File: config.mk
export PLATFORM = sky130hd
export DESIGN_NAME = alineador_coma
export DESIGN_NICKNAME = d
export VERILOG_FILES = /design/src/rtl/pcie_defs.sv /design/src/rtl/detector_coma.sv /design/src/rtl/alineador_coma.sv
export SDC_FILE = /design/constraint.sdc
export NUM_CORES = 1
export LEC_CHECK = 0
export ABC_AREA = 1
export CORE_MARGIN = 4
export CORE_UTILIZATION = 50
export DETAILED_ROUTE_END_ITERATION = 7
export PLACE_DENSITY = 0.7
export SLEW_MARGIN = 0
export SYNTH_ARGS = -nofsm -noshare
export SYNTH_HDL_FRONTEND = slang
export SYNTH_HIERARCHICAL = 1
export SYNTH_SLANG_ARGS = --single-unit
File: constraint.sdc
create_clock -name clk -period 2.05 [get_ports clk]
set_input_delay 0.41 -clock clk [delete_from_list [all_inputs] [get_ports clk]]
set_output_delay 0.41 -clock clk [all_outputs]
set_load 0.005 [all_outputs]
File: src/rtl/pcie_defs.sv
`default_nettype none
// ============================================================================
// Module      : pcie_defs (package)
// Description : Shared constants for the 8b/10b receive path: K28.5 comma
//               patterns (both running disparities), default alignment
//               thresholds and the comma aligner state encoding.
// Revision    : 1.0 - initial release
// ============================================================================
package pcie_defs;

    // K28.5, first transmitted bit in position 9
    localparam logic [9:0] c_k28_5_rdn = 10'b0011111010;
    localparam logic [9:0] c_k28_5_rdp = 10'b1100000101;

    localparam int c_comas_lock_def = 3;
    localparam int c_err_unlock_def = 4;

    // Consecutive comma-less word boundaries tolerated while aligning
    localparam logic [7:0] c_timeout_max = 8'd255;

    // Phase counter value on the last bit of a word
    localparam logic [3:0] c_phase_last = 4'd9;

    typedef enum logic [1:0] {
        BUSCAR       = 2'd0,
        ALINEANDO    = 2'd1,
        SINCRONIZADO = 2'd2
    } estado_t;

endpackage
`default_nettype wire

File: src/rtl/detector_coma.sv
`default_nettype none
// ============================================================================
// Module      : detector_coma
// Description : Combinational K28.5 comma detector for a 10-bit code group.
// Ports       : code - 10-bit code group, first received bit in code[9]
//               coma - high when code is K28.5 of either disparity
// Revision    : 1.0 - initial release
// ============================================================================
module detector_coma
    import pcie_defs::*;
(
    input  logic [9:0] code,
    output logic       coma
);

    assign coma = (code == c_k28_5_rdn) || (code == c_k28_5_rdp);

endmodule
`default_nettype wire

File: src/rtl/alineador_coma.sv
`default_nettype none
// ============================================================================
// Module      : alineador_coma
// Description : Serial-to-parallel comma aligner for an 8b/10b bit stream.
//               Searches for K28.5, aligns word boundaries to it, declares
//               lock after COMAS_LOCK aligned commas and drops lock after
//               ERR_UNLOCK consecutive misaligned commas.
// Ports       : clk          - one received bit per rising edge
//               rst          - asynchronous active-low reset
//               enb          - enable; low freezes all state, valid forced 0
//               serialIn     - received serial bit
//               dataOut      - aligned 10-bit word, first bit in dataOut[9]
//               valid        - one-cycle pulse per new word on dataOut
//               esComa       - dataOut is K28.5 (qualified by valid)
//               sincronizado - high while locked
//               errSync      - one-cycle pulse on loss of lock
// Revision    : 1.0 - initial release
// ============================================================================
module alineador_coma
    import pcie_defs::*;
#(
    parameter int COMAS_LOCK = c_comas_lock_def,
    parameter int ERR_UNLOCK = c_err_unlock_def
) (
    input  logic       clk,
    input  logic       rst,
    input  logic       enb,
    input  logic       serialIn,
    output logic [9:0] dataOut,
    output logic       valid,
    output logic       esComa,
    output logic       sincronizado,
    output logic       errSync
);

    localparam int CW = $clog2(COMAS_LOCK + 1);
    localparam int EW = $clog2(ERR_UNLOCK + 1);
    localparam logic [CW-1:0] c_lock   = CW'(COMAS_LOCK);
    localparam logic [EW-1:0] c_unlock = EW'(ERR_UNLOCK);

    estado_t       r_state, w_state_next;
    logic [9:0]    r_shreg;
    logic [9:0]    w_shreg_next;
    logic [3:0]    r_phase, w_phase_next;
    logic [CW-1:0] r_comas, w_comas_next;
    logic [EW-1:0] r_errs, w_errs_next;
    logic [7:0]    r_timeout, w_timeout_next;
    logic          r_valid;
    logic          w_coma, w_boundary, w_load, w_err_pulse;

    // Comma detection looks at the window including the bit arriving now,
    // so a word is captured on the same edge that delivers its last bit.
    assign w_shreg_next = {r_shreg[8:0], serialIn};
    assign w_boundary   = (r_phase == c_phase_last);

    detector_coma u_detector_coma (
        .code (w_shreg_next),
        .coma (w_coma)
    );

    always_ff @(posedge clk or negedge rst) begin
        if (!rst) begin
            r_state <= BUSCAR;
        end else if (enb) begin
            r_state <= w_state_next;
        end
    end

    always_comb begin
        w_state_next   = r_state;
        w_phase_next   = w_boundary ? 4'd0 : r_phase + 4'd1;
        w_comas_next   = r_comas;
        w_errs_next    = r_errs;
        w_timeout_next = r_timeout;
        w_load         = 1'b0;
        w_err_pulse    = 1'b0;
        case (r_state)
            BUSCAR: begin
                // The found comma becomes the first aligned word
                if (w_coma) begin
                    w_load         = 1'b1;
                    w_phase_next   = 4'd0;
                    w_comas_next   = CW'(1);
                    w_errs_next    = '0;
                    w_timeout_next = '0;
                    w_state_next   = (COMAS_LOCK <= 1) ? SINCRONIZADO : ALINEANDO;
                end
            end
            ALINEANDO: begin
                if (w_coma) begin
                    // An off-boundary comma is taken as the new boundary
                    w_load         = 1'b1;
                    w_phase_next   = 4'd0;
                    w_timeout_next = '0;
                    if (w_boundary) begin
                        if (r_comas != c_lock) begin
                            w_comas_next = r_comas + CW'(1);
                        end
                        if (w_comas_next == c_lock) begin
                            w_state_next = SINCRONIZADO;
                            w_errs_next  = '0;
                        end
                    end else begin
                        w_comas_next = CW'(1);
                    end
                end else if (w_boundary) begin
                    w_load = 1'b1;
                    if (r_timeout != c_timeout_max) begin
                        w_timeout_next = r_timeout + 8'd1;
                    end
                    if (w_timeout_next == c_timeout_max) begin
                        w_state_next   = BUSCAR;
                        w_comas_next   = '0;
                        w_timeout_next = '0;
                    end
                end
            end
            SINCRONIZADO: begin
                if (w_boundary) begin
                    w_load = 1'b1;
                    if (w_coma) begin
                        w_errs_next = '0;
                    end
                end else if (w_coma) begin
                    // Lock is kept: misaligned commas are only counted
                    if (r_errs != c_unlock) begin
                        w_errs_next = r_errs + EW'(1);
                    end
                    if (w_errs_next == c_unlock) begin
                        w_state_next   = BUSCAR;
                        w_err_pulse    = 1'b1;
                        w_comas_next   = '0;
                        w_errs_next    = '0;
                        w_timeout_next = '0;
                    end
                end
            end
            default: begin
                w_state_next = BUSCAR;
            end
        endcase
    end

    always_ff @(posedge clk or negedge rst) begin
        if (!rst) begin
            r_shreg   <= '0;
            r_phase   <= '0;
            r_comas   <= '0;
            r_errs    <= '0;
            r_timeout <= '0;
            r_valid   <= 1'b0;
            dataOut   <= '0;
            esComa    <= 1'b0;
            errSync   <= 1'b0;
        end else if (enb) begin
            r_shreg   <= w_shreg_next;
            r_phase   <= w_phase_next;
            r_comas   <= w_comas_next;
            r_errs    <= w_errs_next;
            r_timeout <= w_timeout_next;
            r_valid   <= w_load;
            errSync   <= w_err_pulse;
            if (w_load) begin
                dataOut <= w_shreg_next;
                esComa  <= w_coma;
            end
        end
    end

    // A pulse pending when enb drops reappears once enb returns high
    assign valid        = r_valid & enb;
    assign sincronizado = (r_state == SINCRONIZADO);

endmodule
`default_nettype wire

==> impl_metrics.py, run 1 <==
metrics = {
    "run_status": {
        "run_status": "finished, final reports clean",
    },
    "cts": {
        "root_buffer": "clkbuf_8",
        "cts_tree": "yes",
        "clock_latency_ns": 0.30,
        "cts.clk_slew.worst_paths_ns": 0.08,
        "post-cts-setup-buffers": 0,
        "h-tree-depth": 2,
        "clkSinkCount": 41,
        "clock_path_buffers": 2,
        "cts.hold.buffers_added": 0,
        "cts_buffers": 5,
        "cts.repair.resized": 1,
    },
    "worst_setup_path": {
        "path_cells": "clkdlybuf4s50_1 -> nand2_1 -> inv_1 -> clkdlybuf4s50_1",
        "rrSetupSlack_ns": 0.20,
        "crit_start": "enb",
        "end_kind": "output pin",
        "cpPeakStageDelay_ns": 0.54,
        "cp_top_family": "buffers and inverters",
        "crit_type": "in2out",
        "cp-start-kind": "primary input",
        "rr_startpoint": "r_state[1]$_DFFE_PN0P_",
        "slowest_stage": "clkdlybuf4s50_1",
        "crit_end": "valid",
        "r2r_cells": 10,
        "arrival_ns": 1.56,
        "crit_cells": 4,
        "crit_fanout": 4,
        "reg2reg_to": "r_timeout[4]$_DFFE_PN0P_",
        "cp.buffers_inverters": 3,
        "crit_top_cell": "clkdlybuf4s50_1",
        "cp.required_ns": 1.64,
    },
    "die": {
        "dieArea_um2": 5721,
        "core-area_um2": 4384,
        "die_h_um": 75.64,
        "rows": 24,
        "ios": 18,
        "die_w_um": 75.64,
        "start_util_pct": 52.17,
    },
    "logic_synthesis": {
        "yosysSeqAreaShare_pct": 44.86,
        "ys_types": 30,
        "syn_avg_cell_area_um2": 7.450,
        "synthCells": 307,
        "synthTopCellsByArea": "dfrtp_1 45%, nand2_1 16%, inv_1 7.5%",
        "yosys_warnings": 6,
        "synth-seq-cells": 41,
        "syn_nets": 318,
        "synth_top_area_share_pct": 44.86,
        "netlist_area_um2": 2287,
        "yosysTopAreaCell": "dfrtp_1",
    },
    "drt": {
        "drt-pass1-iter-count": 4,
        "num_vias": 1923,
        "via_per_inst": 4.893,
        "dr.max_layer_used": "met4",
        "drc": 0,
        "wirelength_um": 4483,
        "wl_met3_um": 138,
        "first_iter_violations": 80,
        "wl_met1_um": 2282,
        "ant_nets": 0,
        "dr_wl_met2_um": 2000,
        "wl_per_cell_um": 11.41,
    },
    "job": {
        "max_cap_violations": 0,
    },
    "placed_design": {
        "dp_hpwl_um": 3433,
        "port_buffers": 17,
        "pre_cts_ws_ns": -0.2276,
        "gp_congestion": 0.9138,
    },
    "final_layout": {
        "area_delta_synth_final_pct": 21.17,
        "fillers": 390,
        "antennaDiodeCount": 0,
        "drive_gt1_share_pct": 12.02,
        "final_util_pct": 63.21,
        "multi_input_area_um2": 1074,
        "final_nets": 351,
        "regArea_um2": 1026,
    },
    "sta": {
        "post-route-period-util_pct": 96.11,
        "worstMarginPinSlew_ns": 0.4905,
        "drv_slew": 0,
        "rsz0062_at_grt": "false",
        "fmax_mhz": 507.6,
        "period_minus_slack_ns": 1.970,
        "hold_viol": 0,
        "slew_headroom_pct": 67.30,
        "setup_tns_ns": 0,
        "setup_slack_ns": 0.07981,
        "finalSetupViolations": 0,
        "clock_skew_ns": 0.01057,
    },
    "global_routing": {
        "grt_pass1_wl_um": 8010,
        "grt_overflow": 0,
        "grt_antenna_before_repair": 0,
        "grt_max_degree": 24,
        "grt_pass1_vias": 1782,
        "grt_usage_pct": 18.13,
    },
    "pwr": {
        "power_leakage_nw": 1.354,
        "vdd_drop_max_v": 0.0006395,
        "powerDensity_nw_per_um2": 1027,
    },
    "hold_path": {
        "holdCritPathClass": "in2async",
    },
}
[worst min path at each step]
stage	end	slack, ns
2_1_floorplan	dataOut[0]$_DFFE_PN0P_	0.11
3_3_place_gp	r_errs[2]$_DFFE_PN0P_	0.40
3_5_place_dp	r_errs[2]$_DFFE_PN0P_	0.41
4_1_cts	r_errs[2]$_DFFE_PN0P_	0.09
5_1_grt	r_errs[2]$_DFFE_PN0P_	0.10
6_report	r_state[1]$_DFFE_PN0P_	0.07
[cell usage in the layout, fill, tap and decap left out, types with 3 or more instances in the layout]
master / Yosys / final
o22ai_1: 4 / 4
o21ai_1: 8 / 8
buf_4: 1 / 13
ha_1: 7 / 5
nand3_2: 3 / 3
nand3_1: 15 / 15
nand2_1: 96 / 95
clkdlybuf4s50_1: 0 / 16
nor2_2: 2 / 3
nor3_1: 3 / 3
o21ai_0: 27 / 27
nor2_1: 27 / 26
nand4_1: 3 / 3
clkbuf_8: 0 / 6
inv_1: 46 / 45
dfrtp_1: 41 / 41
a21oi_1: 4 / 4
[logic make-up after synthesis]
logic type,count (synthesis),share of synthesized area [%]
compound gates,47,11.71
simple gates,157,29.54
fa+ha+maj,7,3.829
xor+xnor,2,0.7660
flops,41,44.86
buf+inv,53,9.300
[routing by layer]
metal  up-vias  track usage [%]
met5         -                0
met3         6            4.354
met4         0            5.243
met2        24            28.48
li1       1030                -
met1       863            25.02
[cell usage after synthesis, drive strengths merged]
library cell and instances:
o31ai 1, buf 4, nor3b 1, inv 46
a21oi 5, nor3 3, o21ai 35, dfrtp 41
xor2 2, o21bai 1, nand3b 1, nand2 99
clkbuf 3, ha 7, nor2 30, o311ai 1
nand3 18, o22ai 4, or2 1, and2 1
nand4 3
[state kept, by name, indices dropped and copies added, names as in the netlist]
| register | flops |
|---|---|
| r_shreg | 9 |
| r_valid | 1 |
| r_timeout | 8 |
| r_state | 2 |
| r_phase | 4 |
| r_comas | 2 |
| esComa | 1 |
| dataOut | 10 |
| r_errs | 3 |
| errSync | 1 |
[per-stage QoR]
stage	hold slack [ns]	area, µm²	instances	power (W)
5_1_grt	0.1043	2771	393	0.003088
4_1_cts	0.08527	2745	393	0.002856
6_report	0.07154	2771	393	0.002846
2_1_floorplan	0.1144	2287	307	0.001775
3_3_place_gp	0.4047	2623	385	0.002150
3_5_place_dp	0.4058	2623	385	0.002169
[worst reg2reg max path, delay by kind of cell (launching register included)]
kind                     cells  cell delay [ns]
adder cells (fa/ha/maj)      1             0.25
AND/OR/NAND/NOR              3             0.31
buffers and inverters        4             0.48
flip-flops                   1             0.44
AO/OA/AOI/OAI                2             0.30
[final cells by class]
type                            instances  area share, %
Multi-Input combinational cell        213          38.74
Timing Repair Buffer                   33          11.33
Tap cell                               52          2.348
Clock inverter                          2          1.354
Sequential cell                        41          37.02
Clock buffer                            6          2.980
Inverter                               46          6.230
[report_power, final]
group / leakage, nW / switching (W) / internal (W) / total (W)
combinational: 0.753 / 0.000544 / 0.000470 / 0.00101
sequential: 0.544 / 0.000149 / 0.00101 / 0.00116
clock: 0.0574 / 0.000277 / 0.000396 / 0.000672
total: 1.35 / 0.000969 / 0.00188 / 0.00285
No activity file was read; power rests on OpenSTA's default activity.
==> run 2, diff against run 1 <==
--- a/config.mk
+++ b/config.mk
@@ -10,6 +10,7 @@
 export CORE_UTILIZATION = 50
 export DETAILED_ROUTE_END_ITERATION = 7
 export PLACE_DENSITY = 0.7
+export SKIP_LAST_GASP = 1
 export SLEW_MARGIN = 0
 export SYNTH_ARGS = -nofsm -noshare
 export SYNTH_HDL_FRONTEND = slang
==> impl_metrics.py, run 2 (synthesis gave the netlist of run 1 again) <==
metrics = {
    "cts": {
        "cts.repair.resized": 1,
        "cts_tree": "yes",
        "h-tree-depth": 2,
        "clock_path_buffers": 2,
        "clkSinkCount": 41,
        "post-cts-setup-buffers": 0,
        "cts.hold.buffers_added": 0,
        "cts_buffers": 5,
        "clock_latency_ns": 0.30,
        "cts.clk_slew.worst_paths_ns": 0.08,
        "root_buffer": "clkbuf_8",
    },
    "worst_setup_path": {
        "crit_type": "in2out",
        "end_kind": "output pin",
        "arrival_ns": 1.56,
        "cp-start-kind": "primary input",
        "r2r_cells": 10,
        "crit_top_cell": "clkdlybuf4s50_1",
        "cpPeakStageDelay_ns": 0.54,
        "path_cells": "clkdlybuf4s50_1 -> nand2_1 -> inv_1 -> clkdlybuf4s50_1",
        "crit_fanout": 4,
        "slowest_stage": "clkdlybuf4s50_1",
        "cp.required_ns": 1.64,
    },
    "final_layout": {
        "layout_common_cells": "95 x nand2_1, 45 x inv_1, 41 x dfrtp_1",
        "layoutNonFillerInstCount": 393,
        "antennaDiodeCount": 0,
        "largest_reg_flops": 10,
        "drive_gt1_share_pct": 12.02,
        "layout_commonest_cell": "nand2_1",
        "final_nets": 351,
        "area_delta_synth_final_pct": 20.95,
        "regMostFlops": "dataOut",
        "largest_registers": "dataOut x10, r_shreg x9, r_timeout x8",
    },
    "pwr": {
        "p_total_w": 0.002846,
        "vdd_drop_max_v": 0.0006395,
        "power_leakage_nw": 1.353,
        "powerDensity_nw_per_um2": 1029,
    },
    "hold_path": {
        "holdCritPathClass": "in2async",
    },
    "sta": {
        "rsz0062_at_grt": "true",
        "slew_headroom_pct": 67.35,
        "post-route-period-util_pct": 96.11,
        "fmax_mhz": 507.6,
        "setup_tns_ns": 0,
        "hold_viol": 0,
        "finalSetupViolations": 0,
        "worstMarginPinSlew_ns": 0.4898,
        "drv_slew": 0,
        "period_minus_slack_ns": 1.970,
        "clock_skew_ns": 0.01058,
    },
    "global_routing": {
        "grt_pass1_vias": 1782,
        "grt_overflow": 0,
        "grt_usage_pct": 18.13,
        "grt_antenna_before_repair": 0,
        "grt_pass1_wl_um": 8010,
        "grt_max_degree": 24,
    },
    "die": {
        "start_util_pct": 52.17,
        "ios": 18,
        "die_h_um": 75.64,
        "core-area_um2": 4384,
        "die_w_um": 75.64,
        "dieArea_um2": 5721,
        "rows": 24,
    },
    "job": {
        "max_cap_violations": 0,
    },
    "drt": {
        "drc": 0,
        "ant_nets": 0,
        "via_per_inst": 4.885,
        "wl_per_cell_um": 11.40,
        "first_iter_violations": 80,
        "num_vias": 1920,
        "wirelength_um": 4481,
        "drt-pass1-iter-count": 4,
    },
    "run_status": {
        "run_status": "finished, final reports clean",
    },
    "placed_design": {
        "dp.cells": 385,
        "gp_congestion": 0.9138,
        "dp_hpwl_um": 3433,
        "port_buffers": 17,
    },
}
## run 2: changes by cell type in the layout (fill, tap and decap cells not counted)
| cell | delta |
|---|---|
| nand2_4 | -1 |
| nand2_2 | +1 |
## run 2: cell type report
cell class / count / area (µm²)
well taps: 52 / 65.06
inverters: 46 / 172.7
clock inverters: 2 / 37.54
fillers: 390 / 1618
multi-input cells: 213 / 1069
clock buffers: 6 / 82.58
repair buffers: 33 / 314.1
flip-flops and latches: 41 / 1026
## run 2: worst max-delay path, delay by kind of cell
kind	cells	cell delay (ns)
buffers and inverters	3	1.09
and+or+nand+nor	1	0.07
## run 2: path summary, 6_finish.rpt
path	start	endpoint	slack, ns
max in group asynchronous	rst	r_phase[1]$_DFFE_PN0P_	1.51
min in group clk	dataOut[9]$_DFFE_PN0P_	dataOut[9]$_DFFE_PN0P_	0.49
setup reg to reg	r_state[1]$_DFFE_PN0P_	r_timeout[4]$_DFFE_PN0P_	0.19
setup / recovery	enb	valid	0.08
hold reg to reg	dataOut[9]$_DFFE_PN0P_	dataOut[9]$_DFFE_PN0P_	0.49
hold / removal	rst	r_state[1]$_DFFE_PN0P_	0.07
## run 2: report_power, final
group          internal [W]  switching (W)
logic              0.000470       0.000544
clock network      0.000396       0.000276
registers           0.00101       0.000149
total               0.00188       0.000970
## run 2: per-layer routing
layer / global-route usage (%) / wire (µm) / vias up
met1: 25.02 / 2284 / 863
met3: 4.354 / 133 / 6
met5: 0 / 0 / -
met4: 5.243 / 61 / 0
met2: 28.48 / 2001 / 22
li1: - / - / 1029
## run 2: stage by stage
step / hold WS (ns) / cell area (µm²) / setup slack [ns] / util, %
detailed placement: 0.4058 / 2623 / -0.2276 / 59.82
CTS: 0.08527 / 2745 / 0.001324 / 62.61
floorplan: 0.1144 / 2287 / 0.3347 / -
global route: 0.1043 / 2766 / -0.002703 / 63.10
global placement: 0.4047 / 2623 / -0.1754 / 59.82
finish: 0.07142 / 2766 / 0.07981 / 63.10
==> run 3, diff against run 2 <==
--- a/config.mk
+++ b/config.mk
@@ -6,10 +6,12 @@
 export NUM_CORES = 1
 export LEC_CHECK = 0
 export ABC_AREA = 1
+export CAP_MARGIN = 10
 export CORE_MARGIN = 4
 export CORE_UTILIZATION = 50
 export DETAILED_ROUTE_END_ITERATION = 7
 export PLACE_DENSITY = 0.7
+export SKIP_CTS_REPAIR_TIMING = 1
 export SKIP_LAST_GASP = 1
 export SLEW_MARGIN = 0
 export SYNTH_ARGS = -nofsm -noshare
==> impl_metrics.py, run 3 (synthesis gave the netlist of run 1 again) <==
metrics = {
    "run_status": {
        "run_status": "finished, final reports clean",
    },
    "final_layout": {
        "largest_reg_flops": 10,
        "area_delta_synth_final_pct": 21.17,
        "final_nets": 351,
        "layout_common_cells": "95 x nand2_1, 45 x inv_1, 41 x dfrtp_1",
        "layout_commonest_cell": "nand2_1",
        "drive_gt1_share_pct": 12.02,
        "regMostFlops": "dataOut",
        "layoutNonFillerInstCount": 393,
        "largest_registers": "dataOut x10, r_shreg x9, r_timeout x8",
        "antennaDiodeCount": 0,
    },
    "cts": {
        "clkSinkCount": 41,
        "root_buffer": "clkbuf_8",
        "cts_buffers": 5,
        "h-tree-depth": 2,
        "clock_latency_ns": 0.30,
        "cts_tree": "yes",
        "cts.clk_slew.worst_paths_ns": 0.08,
        "clock_path_buffers": 2,
    },
    "pwr": {
        "intPower_w": 0.001877,
        "seqPwrFrac_pct": 40.8,
        "vdd_drop_max_v": 0.0006395,
        "pwr-share-clk_pct": 23.6,
        "power_leakage_nw": 1.354,
        "powerDensity_nw_per_um2": 1027,
        "switchingPower_w": 0.0009688,
        "combPwrFrac_pct": 35.6,
        "switching_share_pct": 34.05,
        "p_total_w": 0.002846,
    },
    "worst_setup_path": {
        "cp.buffers_inverters": 3,
        "crit_fanout": 4,
        "crit_top_cell": "clkdlybuf4s50_1",
        "cp.required_ns": 1.64,
        "path_cells": "clkdlybuf4s50_1 -> nand2_1 -> inv_1 -> clkdlybuf4s50_1",
        "end_kind": "output pin",
        "crit_type": "in2out",
        "cp-start-kind": "primary input",
        "slowest_stage": "clkdlybuf4s50_1",
        "arrival_ns": 1.56,
        "cpPeakStageDelay_ns": 0.54,
        "cp_top_family": "buffers and inverters",
    },
    "global_routing": {
        "grt_overflow": 0,
        "grt_usage_pct": 18.07,
        "grt_pass1_vias": 1771,
        "grt_max_degree": 24,
        "grt_antenna_before_repair": 0,
        "grt_pass1_wl_um": 7955,
    },
    "placed_design": {
        "dp_hpwl_um": 3433,
        "port_buffers": 17,
        "pre_cts_ws_ns": -0.2276,
        "dp.cells": 385,
        "gp_congestion": 0.9138,
    },
    "sta": {
        "clock_skew_ns": 0.01074,
        "period_minus_slack_ns": 1.970,
        "setup_slack_ns": 0.07981,
        "drv_slew": 0,
        "hold_slack_ns": 0.06971,
        "worstMarginPinSlew_ns": 0.4857,
        "fmax_mhz": 507.6,
        "finalSetupViolations": 0,
        "hold_viol": 0,
        "post-route-period-util_pct": 96.11,
        "slew_headroom_pct": 67.62,
    },
    "hold_path": {
        "holdCritPathClass": "in2async",
    },
    "drt": {
        "wl_per_cell_um": 11.42,
        "drt-pass1-iter-count": 4,
        "drc": 0,
        "first_iter_violations": 91,
        "wirelength_um": 4488,
        "ant_nets": 0,
        "num_vias": 1930,
        "via_per_inst": 4.911,
    },
    "die": {
        "core-area_um2": 4384,
        "dieArea_um2": 5721,
        "rows": 24,
        "die_h_um": 75.64,
        "start_util_pct": 52.17,
        "die_w_um": 75.64,
        "ios": 18,
    },
    "job": {
        "max_cap_violations": 0,
    },
}
[run 3: cell types whose count changed in the layout (fill, tap and decap cells not counted)]
cell and delta:
nand2_2 -1, nand2_4 +1
[run 3: cell type report]
class	instances	area [µm²]
Sequential cell	41	1026
Multi-Input combinational cell	213	1074
Inverter	46	172.7
Tap cell	52	65.06
Clock buffer	6	82.58
Fill cell	390	1613
Timing Repair Buffer	33	314.1
Clock inverter	2	37.54
[run 3: final timing paths]
check	startpoint	endpoint	slack (ns)	cells past startpoint
worst max-delay path	enb	valid	0.08	4
worst min-delay path	rst	r_errs[2]$_DFFE_PN0P_	0.07	1
worst max register to register	r_state[1]$_DFFE_PN0P_	r_timeout[4]$_DFFE_PN0P_	0.20	10
worst min register to register	dataOut[9]$_DFFE_PN0P_	dataOut[9]$_DFFE_PN0P_	0.49	2
max in group asynchronous	rst	r_phase[1]$_DFFE_PN0P_	1.51	2
min in group clk	dataOut[9]$_DFFE_PN0P_	dataOut[9]$_DFFE_PN0P_	0.49	2
[run 3: power by group through the flow]
stage / clock network (W) / registers (W) / logic (W)
floorplan: 0 / 0.00115 / 0.000623
global placement: 0 / 0.00117 / 0.000979
detailed placement: 0 / 0.00117 / 0.000997
CTS: 0.000693 / 0.00116 / 0.00100
global route: 0.000741 / 0.00119 / 0.00116
finish: 0.000672 / 0.00116 / 0.00101
[run 3: routing by layer]
layer,track usage (%),up-vias,wire length (µm)
met3,4.354,6,138
met2,28.38,28,2004
met5,0,-,0
met4,5.243,0,61
met1,24.94,866,2283
li1,-,1030,-
[run 3: stage by stage]
stage	instance area, µm²	TNS (ns)	utilization [%]
detailed placement	2623	-4.257	59.82
global placement	2623	-3.198	59.82
finish	2771	0	63.21
CTS	2743	-0.08987	62.56
global route	2771	-0.002728	63.21
floorplan	2287	0	-
